File: src/rtl/fifo_uart_tx_pkg.sv
// Shared state encodings, defaults and sizing helper for the FIFO-fed 8N1 UART transmitter.
package fifo_uart_tx_pkg;

   typedef enum logic [1:0] {
      StIdle  = 2'd0,
      StStart = 2'd1,
      StData  = 2'd2,
      StStop  = 2'd3
   } tx_state_e;

   localparam int unsigned DefaultDataWidth  = 8;
   localparam int unsigned DefaultClksPerBit = 868;

   // Counter width for values 0..n-1, never narrower than one bit.
   function automatic int unsigned min1_clog2(input int unsigned n);
      return (n > 1) ? $clog2(n) : 1;
   endfunction

endpackage

File: src/rtl/uart_baud_counter.sv
// Per-bit cycle counter; out_last marks the final cycle of each UART bit period.
module uart_baud_counter
   import fifo_uart_tx_pkg::*;
#(
   parameter int unsigned CLKS_PER_BIT = DefaultClksPerBit
) (
   input  logic in_clock,
   input  logic in_reset,
   input  logic in_clear,
   output logic out_last
);

   localparam int unsigned     CntW    = min1_clog2(CLKS_PER_BIT);
   localparam logic [CntW-1:0] LastCnt = CntW'(CLKS_PER_BIT - 1);

   logic [CntW-1:0] r_count;

   assign out_last = (r_count == LastCnt);

   always_ff @(posedge in_clock) begin
      if (!in_reset || in_clear || out_last) begin
         r_count <= '0;
      end else begin
         r_count <= r_count + 1'b1;
      end
   end

endmodule

File: src/rtl/fifo_uart_tx.sv
// Pops words from a FIFO and serialises them as 8N1 UART frames, back-to-back while data remains.
module fifo_uart_tx
   import fifo_uart_tx_pkg::*;
#(
   parameter int unsigned DATA_WIDTH   = DefaultDataWidth,
   parameter int unsigned CLKS_PER_BIT = DefaultClksPerBit
) (
   input  logic                  in_clock,
   input  logic                  in_reset,
   input  logic                  in_fifo_empty,
   input  logic [DATA_WIDTH-1:0] in_fifo_data,
   output logic                  out_fifo_take,
   output logic                  out_tx,
   output logic                  out_busy
);

   localparam int unsigned     BitW    = min1_clog2(DATA_WIDTH);
   localparam logic [BitW-1:0] LastBit = BitW'(DATA_WIDTH - 1);

   tx_state_e             r_state, w_state_d;
   logic [DATA_WIDTH-1:0] r_shift, w_shift_d;
   logic [BitW-1:0]       r_bit_cnt, w_bit_cnt_d;
   logic                  r_tx, w_tx_d;
   logic                  r_busy;
   logic                  w_baud_last;
   logic                  w_take;

   uart_baud_counter #(
      .CLKS_PER_BIT(CLKS_PER_BIT)
   ) u_baud (
      .in_clock(in_clock),
      .in_reset(in_reset),
      .in_clear(w_take),
      .out_last(w_baud_last)
   );

   // A stop bit's last cycle may pop the next word so frames abut with no idle gap.
   assign w_take = !in_fifo_empty && in_reset &&
                   (r_state == StIdle || (r_state == StStop && w_baud_last));

   assign out_fifo_take = w_take;
   assign out_tx        = r_tx;
   assign out_busy      = r_busy;

   always_comb begin
      w_state_d   = r_state;
      w_shift_d   = r_shift;
      w_bit_cnt_d = r_bit_cnt;
      w_tx_d      = r_tx;
      if (w_take) begin
         w_shift_d = in_fifo_data;
         w_state_d = StStart;
         w_tx_d    = 1'b0;
      end else if (w_baud_last) begin
         unique case (r_state)
            StIdle: begin
               w_tx_d = 1'b1;
            end
            StStart: begin
               w_state_d   = StData;
               w_tx_d      = r_shift[0];
               w_bit_cnt_d = '0;
            end
            StData: begin
               if (r_bit_cnt < LastBit) begin
                  w_shift_d   = r_shift >> 1;
                  w_tx_d      = w_shift_d[0];
                  w_bit_cnt_d = r_bit_cnt + 1'b1;
               end else begin
                  w_state_d = StStop;
                  w_tx_d    = 1'b1;
               end
            end
            StStop: begin
               w_state_d = StIdle;
               w_tx_d    = 1'b1;
            end
            default: begin
               w_state_d = StIdle;
            end
         endcase
      end
   end

   always_ff @(posedge in_clock) begin
      if (!in_reset) begin
         r_state   <= StIdle;
         r_shift   <= '0;
         r_bit_cnt <= '0;
         r_tx      <= 1'b1;
         r_busy    <= 1'b0;
      end else begin
         r_state   <= w_state_d;
         r_shift   <= w_shift_d;
         r_bit_cnt <= w_bit_cnt_d;
         r_tx      <= w_tx_d;
         r_busy    <= (w_state_d != StIdle);
      end
   end

endmodule
File: config.mk
export PLATFORM = sky130hd
export DESIGN_NAME = fifo_uart_tx
export DESIGN_NICKNAME = d
export VERILOG_FILES = /design/src/rtl/fifo_uart_tx_pkg.sv /design/src/rtl/uart_baud_counter.sv /design/src/rtl/fifo_uart_tx.sv
export SDC_FILE = /design/constraint.sdc
export NUM_CORES = 1
export LEC_CHECK = 0
export CORE_MARGIN = 2
export CORE_UTILIZATION = 45
export DETAILED_ROUTE_END_ITERATION = 16
export GPL_ROUTABILITY_DRIVEN = 0
export GPL_TIMING_DRIVEN = 0
export PLACE_DENSITY = 0.66
export SETUP_SLACK_MARGIN = 0.5
export SLEW_MARGIN = 10
export SYNTH_ARGS = -nofsm -noshare
export SYNTH_HDL_FRONTEND = slang
export SYNTH_SLANG_ARGS = --single-unit
File: constraint.sdc
create_clock -name in_clock -period 2 [get_ports in_clock]
set_input_delay 0.4 -clock in_clock [delete_from_list [all_inputs] [get_ports in_clock]]
set_output_delay 0.4 -clock in_clock [all_outputs]
set_load 0.02 [all_outputs]
==> impl_metrics.tcl, run 1 <==
set metrics [dict create \
    status "completed" \
    wl_per_cell_microns 15.8 \
    grt_pass1_vias 1159 \
    synth_area_leader_cell "dfxtp_1" \
    synth_top_area_share_pct 40.0 \
    worstPathRequired_ns 1.60 \
    power_density_mw_per_mm2 517 \
    cts_tree "yes" \
    clk_pin_slew_ns 0.14 \
    drc 0 \
    reg2reg_depth 7 \
    final_core_util_pct 66.8 \
    max_cap_violations 0 \
    synthTopCellsByArea "dfxtp_1 (40%), ha_1 (7.0%), mux2i_1 (5.6%)" \
    hold_path.startpoint "in_reset" \
    initial_core_util_pct 46.2 \
    r2r-start "u_baud.r_count[0]" \
    clkSinkCount 25 \
    die_area_sq_mm 0.00322 \
    relSlewSlack_pct 71.5 \
    cp-startpoint "u_baud.r_count[0]" \
    tns_ns 0 \
    multi_input_area_sq_um 821 \
    dr.pass1.iters 4 \
    cts.htree.levels 1 \
    synth-edff-count 0 \
    routed-via-count 1216 \
    wirelength_microns 3360 \
    finalSetupViolCount 0 \
    layout_common_cells "buf_4 (18), dfxtp_1 (17), nor2_1 (12), a21oi_1 (12), buf_6 (10)" \
    syn_inst 140 \
    p_total_uw 936 \
    leakage_nw 0.676 \
    hpwlAfterDp_microns 1890 \
    grt.total_usage_pct 19.7 \
    drt_iter0_drc 19 \
    max_freq_mhz 505 \
    yosysSeqAreaShare_pct 40.0 \
    worstSkewPairLatency_ns 0.32 \
    holdPathStages 3 \
    area_growth_syn_to_layout_pct 44.5 \
    ys_warn_count 0 \
    final_common_cell "buf_4" \
    synth_fp_nets 158 \
    rsz0062_at_grt "yes" \
    cts_inserted_buffers 3 \
    layout-drive-gt1-share_pct 35.4 \
    synth.avg_cell_area_sq_um 8.95 \
    timing.final.crit_share_pct 99.0 \
    arrival_ns 1.58 \
    yosys_most_used_dff "dfxtp_1" \
    ant_nets 0 \
    root_buffer "clkbuf_4" \
    placedCellCount 182 \
    vdd_drop_max_mv 0.356 \
    grt_overflow 0 \
    vias_per_cell 5.74 \
    holdWs_ns 0.482 \
    critical_path_class "reg -> out" \
    hold_viol 0 \
    layout.nets 200 \
    grt_max_degree 14 \
    portBuffers 11 \
    grt_pass1_wl_microns 5140 \
    hold_buffers 0 \
    n_fill_cell 220 \
    synth_cell_types 35 \
    antenna_found_initial 0 \
    fp-row-count 19 \
    skew_ns 0.00842 \
    instances_no_fill 212 \
    period_needed_ns 1.98 \
    path_max_fanout 2 \
    diodes 0 \
    async_reset_ff_share_pct 0 \
    synth_area_sq_mm 0.00125 \
    ff_latch_area_sq_um 523 \
    slew_viol_final 0 \
    hp-class "in -> reg" \
    critical_path.endpoint_type "output port" \
    worst_pin_slew_ns 0.427 \
    ys_ff_latch 25 \
    cts_buffer_depth 2 \
    core_sq_mm 0.00271 \
    die_h_microns 56.8 \
    io_pins 14 \
    cp-start-kind "register" \
    fp.dieW_microns 56.8 \
]
[cell usage after synthesis (all sizes together), types with 2 or more instances]
cell type / instances
dfxtp: 25
nor2: 16
a21oi: 13
nand2: 10
inv: 8
nand3: 8
ha: 7
mux2i: 7
o31ai: 7
xnor2: 6
o21ai: 4
buf: 3
a41oi: 2
and3b: 2
and4: 2
clkbuf: 2
nor3: 2
o211ai: 2
xor2: 2
[final timing paths]
check	end	slack, ns
worst min-delay path	r_state[1]	0.48
worst max register to register	r_shift[5]	0.29
worst max-delay path	out_fifo_take	0.02
worst min register to register	r_bit_cnt[1]	0.50
[through the flow]
step / instance area, sq um / setup slack [ns]
after floorplan: 1280 / 0.303
final: 1810 / 0.0191
after CTS: 1630 / 0.0267
after global placement: 1430 / -0.484
after global routing: 1810 / -0.0554
after detailed placement: 1430 / -0.541
[where the power goes]
group	internal, mW	leakage, nW	switching (mW)
Combinational	0.0848	0.452	0.0899
Clock	0.0779	0.0150	0.153
Sequential	0.516	0.209	0.0143
Total	0.679	0.676	0.257
[worst max-delay path, stage by stage (launching register included)]
cell     delay, ns
dfxtp_4       0.38
ha_4          0.13
nor4b_4       0.22
a41o_1        0.28
nand2_4       0.08
inv_4         0.07
buf_6         0.11
[final cells by class]
cell class	instances	area share, %
multi-input cells	103	45.4
plain buffers	5	2.49
flip-flops and latches	25	28.9
clock buffers	4	1.45
well taps	31	2.14
repair buffers	36	17.8
inverters	8	1.80
[layer usage]
layer / part of all wire, % / wire, microns / up-vias / GRT usage [%]
met5: 0 / 0 / - / 0
met2: 52 / 1760 / 40 / 35.2
met1: 41 / 1370 / 581 / 24.4
met4: 2.1 / 70 / 0 / 5.98
li1: - / - / 585 / -
met3: 4.6 / 155 / 10 / 2.76
[what timing repair did]
action,CTS,global route
resized for setup,30,26
cloned,0,1
pin swaps,6,26
endpoints found under the setup margin,28,26
buffers inserted,17,8
endpoints found under the hold margin,0,0
[state kept, by name (all words and copies together) (netlist names)]
register / cells
r_state: 2
r_bit_cnt: 3
out_tx: 1
u_baud.r_count: 10
r_shift: 8
out_busy: 1
[cell families after synthesis]
| kind of cell | count (synthesis) | share of synthesized area [%] |
|---|---|---|
| simple gates | 47 | 20.3 |
| compound gates | 33 | 17.0 |
| flops | 25 | 40.0 |
| buf+inv | 13 | 4.59 |
| xor+xnor | 8 | 5.59 |
| mux | 7 | 5.59 |
| fa+ha+maj | 7 | 6.99 |
No activity file was read; power rests on OpenSTA's default activity.
==> run 2, diff against run 1 <==
clock period = 2.3 ns   (was 2 ns; I/O delays follow)
==> impl_metrics.tcl, run 2 (synthesized netlist as in run 1, its figures left out) <==
set metrics [dict create \
    die_area_sq_mm 0.00322 \
    reg_top3 "u_baud.r_count (10), r_shift (8), r_bit_cnt (3)" \
    rsz0062_at_grt "yes" \
    wirelength_microns 2630 \
    hpwlAfterDp_microns 1840 \
    final_common_cell "dfxtp_1" \
    dr.pass1.iters 5 \
    area_growth_syn_to_layout_pct 23.9 \
    grt_pass1_vias 1013 \
    drt_iter0_drc 54 \
    die_h_microns 56.8 \
    crit_slowest_cell "dfxtp_1" \
    worstPathRequired_ns 1.84 \
    fp-row-count 19 \
    layout_setup_ws_ns 0.229 \
    grt.total_usage_pct 17.2 \
    worstSkewPairLatency_ns 0.33 \
    stdcell_area_sq_mm 0.00155 \
    io_pins 14 \
    max_cap_violations 0 \
    drc 0 \
    hp-class "in -> reg" \
    max_freq_mhz 483 \
    cp-start-kind "register" \
    cp-startpoint "r_state[0]" \
    path_cells "inv_1 > ha_1 > a41o_1 > nand2_4 > inv_4 > buf_6" \
    leakage_nw 0.580 \
    vias_per_cell 5.41 \
    cts_tree "yes" \
    grt_pass1_wl_microns 4350 \
    routed-via-count 1061 \
    critical_path_class "reg -> out" \
    core_sq_mm 0.00271 \
    largest-register "u_baud.r_count" \
    diodes 0 \
    grt_overflow 0 \
    slowest_delay_ns 0.41 \
    root_buffer "clkbuf_4" \
    portBuffers 11 \
    cts_buffer_depth 2 \
    placed_cell_area_sq_mm 0.00141 \
    pre_cts_ws_ns -0.338 \
    relSlewSlack_pct 72.2 \
    layout.nets 184 \
    r2r-start "r_state[0]" \
    clk_pin_slew_ns 0.14 \
    hold_buffers 0 \
    clkSinkCount 25 \
    hold_path.startpoint "in_reset" \
    wl_per_cell_microns 13.4 \
    slew_viol_final 0 \
    layout-drive-gt1-share_pct 18.8 \
    cts.htree.levels 1 \
    skew_ns 0.00550 \
    timing.final.crit_share_pct 90.1 \
    worst_pin_slew_ns 0.417 \
    grt_max_degree 16 \
    ant_nets 0 \
    fp.dieW_microns 56.8 \
    arrival_ns 1.61 \
    hold_viol 0 \
    path_max_fanout 4 \
    largest_reg_flops 10 \
    power_density_mw_per_mm2 512 \
    n_fill_cell 257 \
    p_total_uw 794 \
    vdd_drop_max_mv 0.511 \
    cts_inserted_buffers 3 \
    final_core_util_pct 57.2 \
    period_needed_ns 2.07 \
    status "completed" \
    antenna_found_initial 0 \
    critical_path.endpoint_type "output port" \
    layout_common_cells "dfxtp_1 (20), nor2_1 (16), a21oi_1 (13), buf_4 (11)" \
    finalSetupViolCount 0 \
    initial_core_util_pct 46.2 \
]
run 2: routing by layer:
layer / routed length (microns) / up-vias / track usage [%]
met1: 1150 / 494 / 19.8
met4: 27 / 0 / 5.32
met5: 0 / - / 0
li1: - / 552 / -
met2: 1370 / 11 / 30.9
met3: 95 / 4 / 4.38
run 2: worst paths after layout:
path,to,slack [ns],cells past startpoint
worst min-delay path,r_shift[0],0.47,3
worst max-delay path,out_fifo_take,0.23,6
worst max register to register,r_shift[7],0.54,7
worst min register to register,r_bit_cnt[0],0.50,2
run 2: layout make-up:
cell class	count	area (sq um)	share of cell area, %
Multi-Input combinational cell	102	722	46.5
Sequential cell	25	507	32.7
Timing Repair Buffer	21	189	12.2
Tap cell	31	38.8	2.50
Buffer	5	32.5	2.10
Inverter	8	32.5	2.10
Clock buffer	3	22.5	1.45
Clock inverter	1	7.51	0.484
run 2: report_power, final:
group / switching, mW / leakage (nW) / internal [mW] / total [mW]
Combinational: 0.0616 / 0.360 / 0.0612 / 0.123
Sequential: 0.0124 / 0.206 / 0.452 / 0.465
Clock: 0.140 / 0.0139 / 0.0667 / 0.207
run 2: repair_timing:
action,in CTS,in global routing
endpoints found under the hold margin,0,0
setup endpoints to repair,11,10
buffers inserted,7,3
pin swaps,2,2
resized for setup,9,9
run 2: critical path: cells and delay by family, from the launching register on:
family          cells  cell delay (ns)
compound gates      1             0.27
fa+ha+maj           1             0.25
buf+inv             3             0.25
flops               1             0.41
simple gates        1             0.10
run 2: per-stage QoR:
step	cells	hold WS, ns	setup TNS (ns)
floorplan	140	0.408	0
global placement	182	0.424	-0.295
detailed placement	182	0.434	-0.338
CTS	193	0.503	0
global route	196	0.469	0
finish	196	0.470	0
==> run 3, diff against run 2 <==
DONT_BUFFER_PORTS = 1   (was not set)
PLACE_DENSITY = not set   (was 0.66)
==> impl_metrics.tcl, run 3 (synthesized netlist as in run 1, its figures left out) <==
set metrics [dict create \
    status "completed" \
    die_area_sq_mm 0.00322 \
    cts_buffer_depth 2 \
    portBuffers 0 \
    path_max_fanout 3 \
    drc 0 \
    worstSkewPairLatency_ns 0.32 \
    hold_path.startpoint "in_fifo_data[7]" \
    holdPathStages 2 \
    layout_common_cells "dfxtp_1 (17), nor2_1 (15), a21oi_1 (13), buf_4 (11), nand2_1 (9)" \
    wl_per_cell_microns 13.3 \
    cp.depth 5 \
    ant_nets 0 \
    io_pins 14 \
    worst_pin_slew_ns 0.433 \
    worst_hold_path.endpoint "r_shift[7]" \
    max_cap_violations 0 \
    cts_inserted_buffers 3 \
    worstReg2RegEnd "r_shift[3]" \
    period_needed_ns 1.96 \
    cp-start-kind "register" \
    max_freq_mhz 509 \
    area_growth_syn_to_layout_pct 15.7 \
    reg2reg_slack_ns 0.57 \
    vdd_drop_max_mv 0.483 \
    ff_latch_area_sq_um 510 \
    layout-drive-gt1-share_pct 22.1 \
    grt.total_usage_pct 15.5 \
    reg2reg_depth 7 \
    timing.final.crit_share_pct 85.4 \
    placedCellCount 171 \
    tns_ns 0 \
    hold_viol 0 \
    crit_slowest_cell "dfxtp_2" \
    path_cells "ha_4 > nor4b_4 > a41o_1 > nand2_4 > inv_6" \
    critical_path_class "reg -> out" \
    vias_per_cell 5.51 \
    grt_max_degree 16 \
    instances_no_fill 185 \
    arrival_ns 1.50 \
    layout.nets 173 \
    rsz0062_at_grt "yes" \
    cts.htree.levels 1 \
    grt_pass1_wl_microns 3940 \
    die_h_microns 56.8 \
    p_total_uw 768 \
    r2r-start "u_baud.r_count[1]" \
    reg_top3 "u_baud.r_count (10), r_shift (8), r_bit_cnt (3)" \
    worstPathRequired_ns 1.84 \
    fp.dieW_microns 56.8 \
    cts_tree "yes" \
    grt_overflow 0 \
    leakage_nw 0.528 \
    routed-via-count 1020 \
    slew_viol_final 0 \
    cp.buffers_inverters 1 \
    drt_iter0_drc 42 \
    initial_core_util_pct 46.2 \
    clkSinkCount 25 \
    finalSetupViolCount 0 \
    diodes 0 \
    hold_buffers 0 \
    root_buffer "clkbuf_4" \
    multi_input_area_sq_um 728 \
    n_fill_cell 250 \
    antenna_found_initial 0 \
    fp-row-count 19 \
    largest-register "u_baud.r_count" \
    final_common_cell "dfxtp_1" \
    holdWs_ns 0.276 \
    hpwlAfterDp_microns 1740 \
    core_sq_mm 0.00271 \
    wirelength_microns 2470 \
    clk_pin_slew_ns 0.14 \
    largest_reg_flops 10 \
    power_density_mw_per_mm2 530 \
    skew_ns 0.00912 \
    path_delay_family "flip-flops" \
    dr.pass1.iters 4 \
    slowest_delay_ns 0.38 \
    critical_path.endpoint_type "output port" \
    grt_pass1_vias 918 \
    hp-class "in -> reg" \
    relSlewSlack_pct 71.1 \
]
## run 3: power by group
part	switching [mW]	internal [mW]
Sequential	0.0182	0.453
Combinational	0.0537	0.0404
Clock	0.137	0.0665
Total	0.209	0.560
## run 3: per-stage QoR
| stage | cell area, sq um | setup slack, ns | utilization (%) |
|---|---|---|---|
| after floorplan | 1260 | 0.501 | - |
| after global placement | 1300 | 0.280 | 48.1 |
| after detailed placement | 1300 | 0.218 | 48.1 |
| after CTS | 1390 | 0.301 | 51.4 |
| after global routing | 1450 | 0.259 | 53.5 |
| final | 1450 | 0.335 | 53.5 |
## run 3: how the worst max path moves through the flow
stage,from,to,slack [ns]
after floorplan,u_baud.r_count[0],out_fifo_take,0.50
after global placement,in_reset,out_fifo_take,0.28
after detailed placement,in_reset,out_fifo_take,0.22
after CTS,u_baud.r_count[0],out_fifo_take,0.30
after global routing,u_baud.r_count[1],out_fifo_take,0.26
final,u_baud.r_count[1],out_fifo_take,0.34
## run 3: final cells by class
class	count	share of cell area, %
Clock inverter	1	0.518
Timing Repair Buffer	10	5.18
Buffer	5	2.16
Inverter	8	2.42
Tap cell	31	2.68
Sequential cell	25	35.2
Clock buffer	3	1.55
Multi-Input combinational cell	102	50.3
## run 3: repair_timing
item / 4_1_cts / 5_1_grt
endpoints found under the setup margin: 9 / 9
pin swaps: 2 / 6
resized for setup: 3 / 13
buffers inserted: 6 / 4
## run 3: layer usage
layer  routed length (microns)  part of all wire, %  GRT usage (%)  vias to the layer above
met3                        82                  3.3           5.53                        2
met2                      1270                   51           26.7                       12
met1                      1100                   44           18.3                      477
met5                         0                    0              0                        -
li1                          -                    -              -                      529
met4                        17                 0.69           3.65                        0
